===== config.mk =====
export PLATFORM = sky130hd
export DESIGN_NAME = game_collision_scorer
export DESIGN_NICKNAME = d
export VERILOG_FILES = /design/src/rtl/game_collision_scorer.sv
export SDC_FILE = /design/constraint.sdc
export NUM_CORES = 1
export LEC_CHECK = 0
export ABC_AREA = 1
export CAP_MARGIN = 15
export CORE_MARGIN = 3
export CORE_UTILIZATION = 65
export DETAILED_ROUTE_END_ITERATION = 8
export DONT_BUFFER_PORTS = 1
export GPL_ROUTABILITY_DRIVEN = 1
export PLACE_DENSITY = 0.87
export SYNTH_ARGS = -nofsm -noshare
export SYNTH_HDL_FRONTEND = slang
export SYNTH_SLANG_ARGS = --single-unit
export TNS_END_PERCENT = 5

===== constraint.sdc =====
create_clock -name iClock -period 14.5 [get_ports iClock]
set_input_delay 2.9 -clock iClock [delete_from_list [all_inputs] [get_ports iClock]]
set_output_delay 2.9 -clock iClock [all_outputs]
set_load 0.05 [all_outputs]

===== src/rtl/game_collision_scorer.sv =====
// game_collision_scorer: samples bird/pipe positions on each frame tick, detects collisions,
// counts passed pipes (binary and BCD), keeps the best score and raises game over.
module game_collision_scorer #(
  parameter int BIRD_X          = 160,
  parameter int BIRD_SIZE       = 24,
  parameter int PIPE_WIDTH      = 52,
  parameter int PIPE_GAP_HEIGHT = 100,
  parameter int GROUND_Y        = 400,
  parameter int SCORE_MAX       = 9999
) (
  input  logic               iClock,
  input  logic               iReset,
  input  logic [1:0]         iState,
  input  logic               iFrameTick,
  input  logic signed [16:0] iBirdY,
  input  logic signed [16:0] iPipe1X,
  input  logic signed [16:0] iPipe1Y,
  input  logic signed [16:0] iPipe2X,
  input  logic signed [16:0] iPipe2Y,
  input  logic signed [16:0] iPipe3X,
  input  logic signed [16:0] iPipe3Y,
  output logic               oHit,
  output logic               oGameOver,
  output logic               oPassPulse,
  output logic [13:0]        oScore,
  output logic [15:0]        oScoreBcd,
  output logic [13:0]        oBestScore
);

  function automatic logic [15:0] to_bcd(input int v);
    to_bcd = {4'(v / 1000 % 10), 4'(v / 100 % 10), 4'(v / 10 % 10), 4'(v % 10)};
  endfunction

  // Add 0..3 to a 4-digit BCD value, rippling the carry digit by digit.
  function automatic logic [15:0] bcd_add(input logic [15:0] b, input logic [1:0] n);
    logic [4:0] d;
    logic [1:0] c;
    bcd_add = b;
    c       = n;
    for (int i = 0; i < 4; i++) begin
      d = {1'b0, b[4*i +: 4]} + {3'b000, c};
      if (d > 5'd9) begin
        d = d - 5'd10;
        c = 2'd1;
      end else begin
        c = 2'd0;
      end
      bcd_add[4*i +: 4] = d[3:0];
    end
  endfunction

  localparam logic signed [17:0] L_BX   = 18'(BIRD_X);
  localparam logic signed [17:0] L_BS   = 18'(BIRD_SIZE);
  localparam logic signed [17:0] L_PW   = 18'(PIPE_WIDTH);
  localparam logic signed [17:0] L_GAP  = 18'(PIPE_GAP_HEIGHT);
  localparam logic signed [17:0] L_GY   = 18'(GROUND_Y);
  localparam logic signed [17:0] L_ZERO = 18'sd0;
  localparam logic signed [17:0] L_NONE = -18'sd1;
  localparam logic [13:0]        L_SMAX = 14'(SCORE_MAX);
  localparam logic [15:0]        L_BCD_MAX = to_bcd(SCORE_MAX);

  typedef enum logic [1:0] {StIdle, StPlay, StDead} state_e;

  state_e             r_state, w_state_nxt;
  logic               w_accept, w_commit, w_hold;
  logic signed [17:0] w_by;
  logic signed [17:0] w_px [3];
  logic signed [17:0] w_py [3];
  logic [2:0]         w_valid, w_ovl, w_phit, w_pass, w_rearm;
  logic               w_edge_hit;
  logic [2:0]         r_passed, w_passed_nxt;
  logic               r_s1_vld, r_s1_hit;
  logic [2:0]         r_s1_pass, r_s1_rearm;
  logic [1:0]         w_cnt;
  logic [14:0]        w_sum;
  logic [13:0]        r_score, w_score_nxt, r_best;
  logic [15:0]        r_bcd, w_bcd_nxt;
  logic               r_hit, r_go, r_pass_pulse;

  assign w_by    = {iBirdY[16], iBirdY};
  assign w_px[0] = {iPipe1X[16], iPipe1X};
  assign w_py[0] = {iPipe1Y[16], iPipe1Y};
  assign w_px[1] = {iPipe2X[16], iPipe2X};
  assign w_py[1] = {iPipe2Y[16], iPipe2Y};
  assign w_px[2] = {iPipe3X[16], iPipe3X};
  assign w_py[2] = {iPipe3Y[16], iPipe3Y};

  assign w_accept = (r_state == StPlay) && (iState == 2'd1) && iFrameTick;
  assign w_commit = r_s1_vld && (r_state == StPlay) && (iState == 2'd1);
  // Frozen play keeps a pending stage-1 result until play resumes.
  assign w_hold   = (r_state == StPlay) && iState[1];

  // Passed flags as they will be after this cycle, so back-to-back ticks never double count.
  always_comb begin
    w_passed_nxt = r_passed;
    if (iState == 2'd0) begin
      w_passed_nxt = '0;
    end else if (w_commit) begin
      w_passed_nxt = (r_passed | r_s1_pass) & ~r_s1_rearm;
    end
  end

  // Stage-1 geometry: per-pipe overlap, hit, pass and rearm terms.
  always_comb begin
    w_valid = '0;
    w_ovl   = '0;
    w_phit  = '0;
    w_pass  = '0;
    w_rearm = '0;
    for (int i = 0; i < 3; i++) begin
      w_valid[i] = (w_py[i] != L_NONE);
      w_ovl[i]   = (w_px[i] < L_BX + L_BS) && (w_px[i] + L_PW > L_BX);
      w_phit[i]  = w_valid[i] && w_ovl[i] &&
                   ((w_by < w_py[i]) || (w_by + L_BS > w_py[i] + L_GAP));
      w_pass[i]  = w_valid[i] && !w_passed_nxt[i] && (w_px[i] + L_PW <= L_BX);
      w_rearm[i] = (w_px[i] > L_BX + L_BS) || !w_valid[i];
    end
  end

  assign w_edge_hit = (w_by + L_BS > L_GY) || (w_by < L_ZERO);

  assign w_cnt = {1'b0, r_s1_pass[0]} + {1'b0, r_s1_pass[1]} + {1'b0, r_s1_pass[2]};
  assign w_sum = {1'b0, r_score} + {13'd0, w_cnt};

  // Stage-2 score update with saturation; BCD follows the binary value digit by digit.
  always_comb begin
    w_score_nxt = w_sum[13:0];
    w_bcd_nxt   = bcd_add(r_bcd, w_cnt);
    if (w_sum >= 15'(SCORE_MAX)) begin
      w_score_nxt = L_SMAX;
      w_bcd_nxt   = L_BCD_MAX;
    end
  end

  // Game FSM next state; iState==0 returns to idle from anywhere.
  always_comb begin
    w_state_nxt = r_state;
    if (iState == 2'd0) begin
      w_state_nxt = StIdle;
    end else begin
      case (r_state)
        StIdle:  if (iState == 2'd1) w_state_nxt = StPlay;
        StPlay:  if (w_commit && r_s1_hit) w_state_nxt = StDead;
        StDead:  w_state_nxt = StDead;
        default: w_state_nxt = StIdle;
      endcase
    end
  end

  // FSM state register.
  always_ff @(posedge iClock) begin
    if (iReset) r_state <= StIdle;
    else        r_state <= w_state_nxt;
  end

  // Pipeline stages, score, pulses, game over and best score.
  always_ff @(posedge iClock) begin
    if (iReset) begin
      r_passed     <= '0;
      r_s1_vld     <= 1'b0;
      r_s1_hit     <= 1'b0;
      r_s1_pass    <= '0;
      r_s1_rearm   <= '0;
      r_score      <= '0;
      r_bcd        <= '0;
      r_best       <= '0;
      r_hit        <= 1'b0;
      r_go         <= 1'b0;
      r_pass_pulse <= 1'b0;
    end else begin
      r_hit        <= 1'b0;
      r_pass_pulse <= 1'b0;
      r_passed     <= w_passed_nxt;
      r_s1_vld     <= w_accept || (w_hold && r_s1_vld);
      if (w_accept) begin
        r_s1_hit   <= w_edge_hit || (|w_phit);
        r_s1_pass  <= w_pass;
        r_s1_rearm <= w_rearm;
      end
      if (iState == 2'd0) begin
        r_score <= '0;
        r_bcd   <= '0;
        r_go    <= 1'b0;
      end else if (w_commit) begin
        r_score      <= w_score_nxt;
        r_bcd        <= w_bcd_nxt;
        r_pass_pulse <= (w_cnt != 2'd0);
        if (r_s1_hit) begin
          r_hit <= 1'b1;
          r_go  <= 1'b1;
          if (w_score_nxt > r_best) r_best <= w_score_nxt;
        end
      end
    end
  end

  assign oHit       = r_hit;
  assign oGameOver  = r_go;
  assign oPassPulse = r_pass_pulse;
  assign oScore     = r_score;
  assign oScoreBcd  = r_bcd;
  assign oBestScore = r_best;

endmodule


Word level (Yosys, flattened, before mapping)
Index checks and enable logic that the tools add are counted.
{"block": "word_totals", "output_inout_bits": 47, "word_cells": 130, "ff_bits": 60}
{"block": "op_classes", "addsub": 18, "bitwise_logic": 5, "order_cmp": 26, "reduce_logical": 46, "muxes": 15, "eq_ne": 8}
{"op": "17-bit by 7-bit adder with 18-bit output, second input constant", "n": 3}
{"op": "17-bit by 8-bit adder with 18-bit output, second input constant", "n": 3}
{"op": "18-bit > comparator", "n": 3}
{"op": "18-bit by 9-bit > comparator with 1-bit output, second input constant", "n": 3}
{"op": "18-bit by 9-bit <= comparator with 1-bit output, second input constant", "n": 3}
{"op": "17-bit by 9-bit > comparator with 1-bit output, second input constant", "n": 3}
{"op": "17-bit less-than comparator", "n": 3}
{"op": "17-bit by 9-bit less-than comparator with 1-bit output, second input constant", "n": 3}
{"op": "17-bit by 1-bit inequality test with 1-bit output, second input constant", "n": 3}
{"op": "1-bit logical AND", "n": 22}
{"op": "5-bit by 4-bit > comparator with 1-bit output, second input constant", "n": 4}
{"op": "17-bit by 6-bit adder with 18-bit output, second input constant", "n": 1}
{"op": "18-bit by 10-bit > comparator with 1-bit output, second input constant", "n": 1}
{"op": "17-bit by 1-bit less-than comparator with 1-bit output, second input constant", "n": 1}
{"op": "16-bit two-way mux", "n": 1}
{"op": "4-bit two-way mux", "n": 4}
{"op": "4-bit subtractor, second input constant", "n": 4}
{"op": "14-bit by 2-bit adder with 15-bit output", "n": 1}
{"op": "4-bit by 1-bit adder with 5-bit output", "n": 3}
{"op": "15-bit by 14-bit >= comparator with 1-bit output, second input constant", "n": 1}
{"op": "14-bit > comparator", "n": 1}
{"op": "14-bit two-way mux", "n": 1}
{"op": "1-bit logical OR", "n": 9}
{"op": "1-bit logical NOT", "n": 6}
{"op": "other kinds (21)", "n": 31}

Logic depth before layout (Yosys ltp)
Gate-level depths: netlist of the first run.
{"block": "depth", "depth_word": 15, "ltp_mapped": 30, "ltp_nobuf": 30}

Least setup slack after synthesis of the first run
No wires, ideal clock.
{"block": "synth_timing", "path_type": "in2reg", "startpoint": "input iBirdY[3]", "endpoint": "register r_s1_hit", "t_required_ns": 14.383, "path_slack_ns": 9.027, "n_path_buf": 0, "stages": 25, "arrival_time_ns": 5.356, "path_cell_list": "inv_1 ha_1 nor2_1 nand3_1 nor2_1 nand2_1 nor3_1 nand3_1 nand2_1 inv_1 ha_1 nand2_1 inv_1 o21ai_0 nand2_1 a21oi_1 nand3_1 nand2_1 nand2_1 nand2_1 nand2_1 nand3_1 nand2_1 nor2_1 nor2_1"}
{"block": "synth_between", "elab_chain_cells": 6, "word_cells_on_any_way": 18}
{"item": "start: declaration", "line": "15", "rtl": "input logic signed [16:0] iBirdY,"}
{"item": "17-bit by 6-bit adder with 18-bit output", "line": "114, 120"}
{"item": "18-bit > comparator", "line": "114", "rtl": "((w_by < w_py[i]) || (w_by + L_BS > w_py[i] + L_GAP));"}
{"item": "1-bit logical OR", "line": "114"}
{"item": "1-bit logical AND", "line": "113", "rtl": "w_phit[i] = w_valid[i] && w_ovl[i] &&"}
{"item": "3-bit OR reduction", "line": "176", "rtl": "r_s1_hit <= w_edge_hit || (|w_phit);"}
{"item": "1-bit logical OR (*)", "line": "176"}
{"item": "end signal: assignment", "line": "176"}
{"item": "end: declaration", "line": "72", "rtl": "logic r_s1_vld, r_s1_hit;"}
Every way passes the cells marked *; elsewhere a longest branch is shown, timed or not.
A chain may end at the register's enable or synchronous reset.

Worst setup path in the final report of the first run
{"block": "layout_timing", "startpoint": "register r_s1_pass[0]", "endpoint": "register r_bcd[14] (netlist: oScoreBcd[14])"}
{"block": "layout_between", "elab_chain_cells": 15, "word_cells_on_any_way": 18}
{"item": "start: declaration", "line": "73", "rtl": "logic [2:0] r_s1_pass, r_s1_rearm;"}
{"item": "start signal: assignment", "line": "177", "rtl": "r_s1_pass <= w_pass;"}
{"item": "1-bit by 1-bit adder with 2-bit output (*)", "line": "122", "rtl": "assign w_cnt = {1'b0, r_s1_pass[0]} + {1'b0, r_s1_pass[1]} + {1'b0, r_s1_pass[2]};"}
{"item": "2-bit by 1-bit adder with 2-bit output (*)", "line": "122"}
{"item": "4-bit by 2-bit adder with 5-bit output", "line": "41", "rtl": "d = {1'b0, b[4*i +: 4]} + {3'b000, c};"}
{"item": "5-bit by 4-bit > comparator with 1-bit output", "line": "42", "rtl": "if (d > 5'd9) begin"}
{"item": "1-bit two-way mux", "line": "42"}
{"item": "4-bit by 1-bit adder with 5-bit output", "line": "41"}
{"item": "5-bit by 4-bit > comparator with 1-bit output", "line": "42"}
{"item": "1-bit two-way mux", "line": "42"}
{"item": "4-bit by 1-bit adder with 5-bit output", "line": "41"}
{"item": "5-bit by 4-bit > comparator with 1-bit output", "line": "42"}
{"item": "1-bit two-way mux", "line": "42"}
{"item": "4-bit by 1-bit adder with 5-bit output", "line": "41"}
{"item": "4-bit subtractor / 5-bit by 4-bit > comparator with 1-bit output (equally long branches)", "line": "43, 42"}
{"item": "4-bit two-way mux", "line": "42"}
{"item": "16-bit two-way mux (*)", "line": "129", "rtl": "if (w_sum >= 15'(SCORE_MAX)) begin"}
{"item": "end signal: assignment", "line": "186", "rtl": "r_bcd <= w_bcd_nxt;"}
{"item": "end: declaration", "line": "77", "rtl": "logic [15:0] r_bcd, w_bcd_nxt;"}
Marked as above.

==> key figures, run 1 <==
Die
  – Initial Utilization: 67.64%
  – Core box area: 0.01221 mm2
  – Row cnt: 40
  – Io pins: 171
  – Die W: 118.7 um
  – Die area: 0.01410 mm2
  – Chip Height: 118.7 um

Setup path
  – CP max stage delay: 0.57 ns
  – Critical path type: flip-flop to flip-flop
  – Crit path launch type: flip-flop
  – Worst EP required: 14.75 ns
  – Crit path max-delay family: adder cells
  – CP bufs+invs: 1
  – Crit-path slowest cell: fa_1
  – FF-to-FF path depth: 27
  – Crit path depth: 27
  – Critical path arrival: 6.05 ns
  – Crit-path max FO: 3
  – CP Capture Type: flip-flop

Route
  – Via count: 8773
  – Vias per std cell: 5.753
  – Drc violations: 0
  – Total Wirelength: 23430 um
  – Initial DRC Count: 766
  – DR pass1 iterations: 5
  – Routed Antenna Nets: 0
  – WL/cell: 15.37 um

Run status
  – Status: completed

STA
  – Fmax: 172.5 MHz
  – Min Tclk post-route: 5.797 ns
  – Rel. slew slack: 48.20%
  – Unrepaired setup endpoints after global routing: false
  – # setup viols final: 0
  – Worst slew pin tran: 0.7699 ns
  – Final worst-path cycle share: 39.98%
  – Setup tns final: 0 ns
  – Final Hold Violating Endpoints: 0
  – Clk_skew: 0.003952 ns
  – Max Slew Vio Count: 0

Power and ir drop
  – Sequential share of power: 30.7%
  – Clock share of power: 42.5%
  – Worst IR Drop VDD: 0.05739 mV
  – Net switching fraction of the power: 30.60%
  – P_int: 0.3813 mW
  – Cell Pwr Density: 62.79 mW/mm2
  – PnR Total Power: 0.5494 mW
  – Comb power frac: 26.8%
  – Leak Pwr: 4.726 nW
  – Sw power: 0.1681 mW

Yosys
  – Syn nets: 1612
  – Async S/R FF share, synth: 0%
  – Synth cell types: 47
  – Synth Area per Inst: 6.110 um2
  – Sequential share of the synthesized area: 14.54%
  – Cell area after synthesis: 0.008260 mm2
  – Post-synth EDFFs: 0
  – YS warnings: 0
  – Gate Count Post-Synth: 1352
  – Primary FF master, synth: dfxtp_1
  – FF+latch count, synth: 60

Placement
  – Placer Congestion: 1.007
  – Post-Place Cells: 1510
  – Dpl hpwl: 19220 um
  – IO buf count: 0

Cells and area
  – Register area: 0.001201 mm2
  – Multi-input logic area: 0.006112 mm2
  – Number of fill cells: 1103
  – N_diodes: 0
  – Final #Nets: 1613
  – Fin cells: 1525
  – Proportion of layout cells with a drive suffix above 1: 2.800%
  – Final core utilization: 71.65%
  – Area grow syn2layout: 5.922%
  – Commonest non-fill, non-tap cell in the layout: nand2_1
  – Commonest cells after routing, fill and taps aside: nand2_1 (326), inv_1 (236), nor2_1 (134)

Global routing
  – Total congestion overflow: 0
  – First-pass GRT wire length: 38480 um
  – GR Util All Layers: 33.08%
  – Number of global-route vias before repair: 8103
  – Largest net degree at the start of global routing: 24
  – Initial antenna violation count: 0

CTS
  – Clock tree buffer depth: 2
  – Worst-Skew Late Latency: 0.33 ns
  – Num CTS Buffers: 9
  – Setup repair bufs after CTS: 0
  – Hold_buf cts: 0
  – Clock root buffer: clkbuf_16
  – Clk sink count: 60
  – Worst-path clk slew: 0.05 ns
  – CTS tree: done
  – Post-CTS sizing: 0
  – H-tree Lvls: 3

Hold path
  – Worst hold-check path type: flip-flop to flip-flop
  – Hold Path Depth: 2

Run
  – Max-cap violations: 0
## worst register-to-register path, stage by stage, from the launching register on
cell and delay [ns]:
dfxtp_1 0.34, fa_1 0.57, ha_1 0.25, fa_1 0.42, xnor2_1 0.26, a21o_1 0.20
nand2_1 0.11, ha_1 0.22, ha_1 0.20, xnor2_1 0.23, nand2_1 0.08, nand2_1 0.08
nand2_1 0.11, ha_1 0.22, ha_1 0.21, xnor2_1 0.22, nand2_1 0.08, nand2_1 0.09
nand2_1 0.12, ha_1 0.22, ha_1 0.21, xnor2_1 0.29, ha_1 0.20, inv_1 0.05
o211ai_1 0.16, nand2_1 0.13, mux2_2 0.28, o21ai_0 0.16
## cell usage after synthesis (4+ instances only)
cell | number | area (um2)
nor2_1 | 134 | 503.0
ha_1 | 133 | 1664
o22ai_1 | 4 | 25.02
xnor2_1 | 14 | 122.6
nand3_1 | 90 | 450.4
a21oi_1 | 82 | 410.4
o21ai_1 | 9 | 45.04
xor2_1 | 38 | 332.8
nand2_2 | 7 | 43.79
o21bai_1 | 4 | 30.03
nor3_1 | 24 | 120.1
a31oi_1 | 6 | 37.54
nand4_1 | 41 | 256.5
a21o_1 | 7 | 52.55
o21ai_0 | 79 | 395.4
nand2_1 | 326 | 1224
dfxtp_1 | 60 | 1201
inv_1 | 236 | 885.9
nor4_1 | 6 | 37.54
clkbuf_1 | 8 | 30.03
## power by group through the flow
| stage | Clock [mW] | Sequential (mW) | Combinational [mW] |
|---|---|---|---|
| 3_5_place_dp | 0 | 0.172 | 0.144 |
| 4_1_cts | 0.236 | 0.169 | 0.145 |
| 6_report | 0.233 | 0.169 | 0.147 |
| 5_1_grt | 0.244 | 0.169 | 0.171 |
| 3_3_place_gp | 0 | 0.172 | 0.141 |
| 2_1_floorplan | 0 | 0.172 | 0.113 |
## sequential cells by signal, summed over array words and instances (netlist names)
signal	flops
oBestScore	14
oScore	14
r_passed	3
r_s1_rearm	3
oHit	1
oGameOver	1
r_s1_hit	1
oPassPulse	1
oScoreBcd	16
r_state	2
r_s1_vld	1
r_s1_pass	3
## routing by layer
layer	wire length, um	vias up	track usage [%]	share of wire (%)
li1	-	4425	-	-
met1	10170	3898	43.68	43
met2	10290	402	53.89	44
met3	2564	48	9.617	11
met4	412	0	6.517	1.8
met5	0	-	0	0
## kinds of logic (layout without fill, tap and decap cells)
logic type	count (synthesis)	after routing	share of synthesized area [%]
xor gates and xnor gates	53	53	5.710
DFF	60	60	14.54
and+or+nand+nor	646	646	33.60
AOI/OAI and AO/OA	205	205	13.41
adders and majority gates	136	136	20.87
muxes	3	3	0.4089
buffers and inverters	249	254	11.47
## area by class of cell
cell class / instances / share of cell area [%]
multi-input cells: 1043 / 69.86
flip-flops and latches: 60 / 13.73
inverters: 238 / 10.21
clock buffers: 11 / 2.889
well taps: 168 / 2.402
clock inverters: 4 / 0.8294
repair buffers: 1 / 0.08580
## metrics by stage
step                      setup WS, ns  hold slack (ns)  instance area, um2
final                            8.703           0.4877                8750
after global routing             8.217           0.5125                8750
after CTS                        8.707           0.4868                8750
after detailed placement         8.492           0.4793                8424
after global placement           8.570           0.4682                8424
after floorplan                  9.027           0.4277                8260
## worst paths after layout
kind                                   from                    endpoint  slack (ns)
setup / recovery  r_s1_pass[0]$_SDFFE_PP0P_  oScoreBcd[14]$_SDFFE_PP0P_        8.70
setup reg to reg  r_s1_pass[0]$_SDFFE_PP0P_  oScoreBcd[14]$_SDFFE_PP0P_        8.70
hold reg to reg         r_s1_vld$_SDFF_PP0_         r_s1_vld$_SDFF_PP0_        0.49
hold / removal          r_s1_vld$_SDFF_PP0_         r_s1_vld$_SDFF_PP0_        0.49
Note: power is estimated with default switching activity, not from simulation.
==> run 2: changes to the inputs <==
Clock period 14.5 ns to 5.74 ns, I/O delays scaled along.
==> key figures, run 2 (synthesis gave the netlist of run 1 again) <==
Route
  – WL/cell: 16.07 um (was 15.37 um)
  – Routed Antenna Nets: 0 (unchanged)
  – DR pass1 iterations: 6 (was 5)
  – Vias per std cell: 5.860 (was 5.753)
  – Via count: 8983 (was 8773)
  – Total Wirelength: 24630 um (was 23430 um)
  – Drc violations: 0 (unchanged)
  – Initial DRC Count: 746 (was 766)

Die
  – Die W: 118.7 um (unchanged)
  – Chip Height: 118.7 um (unchanged)
  – Core box area: 0.01221 mm2 (unchanged)
  – Io pins: 171 (unchanged)
  – Die area: 0.01410 mm2 (unchanged)
  – Initial Utilization: 67.64% (unchanged)
  – Row cnt: 40 (unchanged)

Power and ir drop
  – Sequential share of power: 28.7% (was 30.7%)
  – Cell Pwr Density: 166.6 mW/mm2 (was 62.79 mW/mm2)
  – PnR Total Power: 1.482 mW (was 0.5494 mW)
  – Net switching fraction of the power: 30.24% (was 30.60%)
  – Clock share of power: 46.1% (was 42.5%)
  – P_int: 1.034 mW (was 0.3813 mW)
  – Worst IR Drop VDD: 0.1435 mV (was 0.05739 mV)
  – Sw power: 0.4480 mW (was 0.1681 mW)
  – Leak Pwr: 4.778 nW (was 4.726 nW)
  – Comb power frac: 25.1% (was 26.8%)

Cells and area
  – Number of fill cells: 1055 (was 1103)
  – Max reg flops: 16 (unchanged)
  – Fin cells: 1533 (was 1525)
  – Commonest cells after routing, fill and taps aside: nand2_1 (324), inv_1 (235), nor2_1 (134) (was nand2_1 (326), inv_1 (236), nor2_1 (134))
  – N_diodes: 0 (unchanged)
  – Area grow syn2layout: 7.679% (was 5.922%)
  – Final #Nets: 1620 (was 1613)
  – Proportion of layout cells with a drive suffix above 1: 4.322% (was 2.800%)
  – Commonest non-fill, non-tap cell in the layout: nand2_1 (unchanged)
  – Final core utilization: 72.84% (was 71.65%)

Run
  – Max-cap violations: 0 (unchanged)

STA
  – Min Tclk post-route: 5.614 ns (was 5.797 ns)
  – Clk_skew: 0.01058 ns (was 0.003952 ns)
  – Max Slew Vio Count: 0 (unchanged)
  – Worst slew pin tran: 0.8052 ns (was 0.7699 ns)
  – Rel. slew slack: 46.12% (was 48.20%)
  – Final Hold Violating Endpoints: 0 (unchanged)
  – Setup tns final: 0 ns (unchanged)
  – Fmax: 178.1 MHz (was 172.5 MHz)
  – Final worst-path cycle share: 97.81% (was 39.98%)
  – # setup viols final: 0 (unchanged)

Global routing
  – Initial antenna violation count: 0 (unchanged)
  – GR Util All Layers: 33.30% (was 33.08%)
  – First-pass GRT wire length: 38890 um (was 38480 um)
  – Total congestion overflow: 0 (unchanged)
  – Number of global-route vias before repair: 8409 (was 8103)
  – Largest net degree at the start of global routing: 24 (unchanged)

Placement
  – Placer Congestion: 0.9612 (was 1.007)
  – Post-Place Cells: 1513 (was 1510)
  – IO buf count: 0 (unchanged)
  – Dpl hpwl: 18760 um (was 19220 um)

CTS
  – Clk sink count: 60 (unchanged)
  – CTS tree: done (unchanged)
  – Worst-Skew Late Latency: 0.34 ns (was 0.33 ns)
  – Worst-path clk slew: 0.06 ns (was 0.05 ns)
  – Clock tree buffer depth: 2 (unchanged)
  – Clock root buffer: clkbuf_16 (unchanged)
  – H-tree Lvls: 3 (unchanged)
  – Num CTS Buffers: 9 (unchanged)

Hold path
  – Worst hold-check path type: flip-flop to flip-flop (unchanged)

Setup path
  – CP Capture Type: flip-flop (unchanged)
  – Critical path type: flip-flop to flip-flop (unchanged)
  – Crit-path max FO: 4 (was 3)
  – Crit path launch type: flip-flop (unchanged)
  – Worst EP required: 6.01 ns (was 14.75 ns)
  – Critical path arrival: 5.88 ns (was 6.05 ns)

Run status
  – Status: completed (unchanged)
-- run 2: path summary, 6_finish.rpt --
path | start | end | slack (ns) | depth (start not counted)
max | r_s1_pass[0]$_SDFFE_PP0P_ | oScoreBcd[14]$_SDFFE_PP0P_ | 0.13 | 27
min | r_state[0]$_SDFFE_PP0P_ | r_state[0]$_SDFFE_PP0P_ | 0.49 | 2
max reg2reg | r_s1_pass[0]$_SDFFE_PP0P_ | oScoreBcd[14]$_SDFFE_PP0P_ | 0.13 | 27
min reg2reg | r_state[0]$_SDFFE_PP0P_ | r_state[0]$_SDFFE_PP0P_ | 0.49 | 2
-- run 2: critical path: stages (launching register included) --
cell and delay, ns:
dfxtp_2 0.34, fa_2 0.60, ha_2 0.20, fa_2 0.44, inv_2 0.10, a21o_1 0.15, nand2_1 0.12, ha_1 0.23
ha_1 0.23, xnor2_2 0.25, nand2_1 0.10, nand2_1 0.10, nand2_2 0.08, ha_1 0.20, ha_1 0.23, xnor2_2 0.20
nand2_1 0.08, nand2_1 0.09, nand2_1 0.11, ha_1 0.22, ha_1 0.22, xnor2_2 0.21, ha_1 0.18, inv_1 0.05
o211ai_1 0.21, nand2_1 0.15, mux2_2 0.29, o21ai_0 0.14
-- run 2: final cells by class --
cell class	instances	area [um2]	share of cell area, %
inverter	238	893.4	10.04
clock inverter	7	146.4	1.646
sequential	60	1205	13.55
tap	168	210.2	2.363
timing repair buffer	8	60.06	0.6752
multi-input combinational	1043	6155	69.19
clock buffer	9	225.2	2.532
-- run 2: repair_timing --
item	CTS	global route
setup endpoints to repair	2	10
gates cloned	0	0
endpoints found under the hold margin	0	0
buffers inserted	0	4
pin swaps	0	5
hold buffers	0	0
resized for setup	2	12
-- run 2: metal layers --
| layer | wire length [um] | global-route usage, % | share of wire [%] | up-vias |
|---|---|---|---|---|
| li1 | - | - | - | 4443 |
| met1 | 10010 | 39.95 | 41 | 3983 |
| met2 | 11200 | 55.91 | 45 | 456 |
| met4 | 921 | 11.73 | 3.7 | 0 |
| met3 | 2500 | 10.53 | 10 | 101 |
| met5 | 0 | 0 | 0 | - |
-- run 2: through the flow --
step                      area (um2)  hold slack, ns  setup slack (ns)
after global placement          8447          0.4697            0.4218
after global routing            8895          0.5146           -0.1867
after detailed placement        8447          0.4806            0.1083
final                           8895          0.4937            0.1255
after floorplan                 8260          0.4277            0.6144
after CTS                       8833          0.4887           0.07512
-- run 2: power groups by stage --
stage	logic, mW	clock network, mW	registers [mW]
global placement	0.345	0	0.434
detailed placement	0.359	0	0.434
finish	0.372	0.684	0.426
CTS	0.364	0.678	0.425
floorplan	0.285	0	0.434
global route	0.431	0.701	0.426
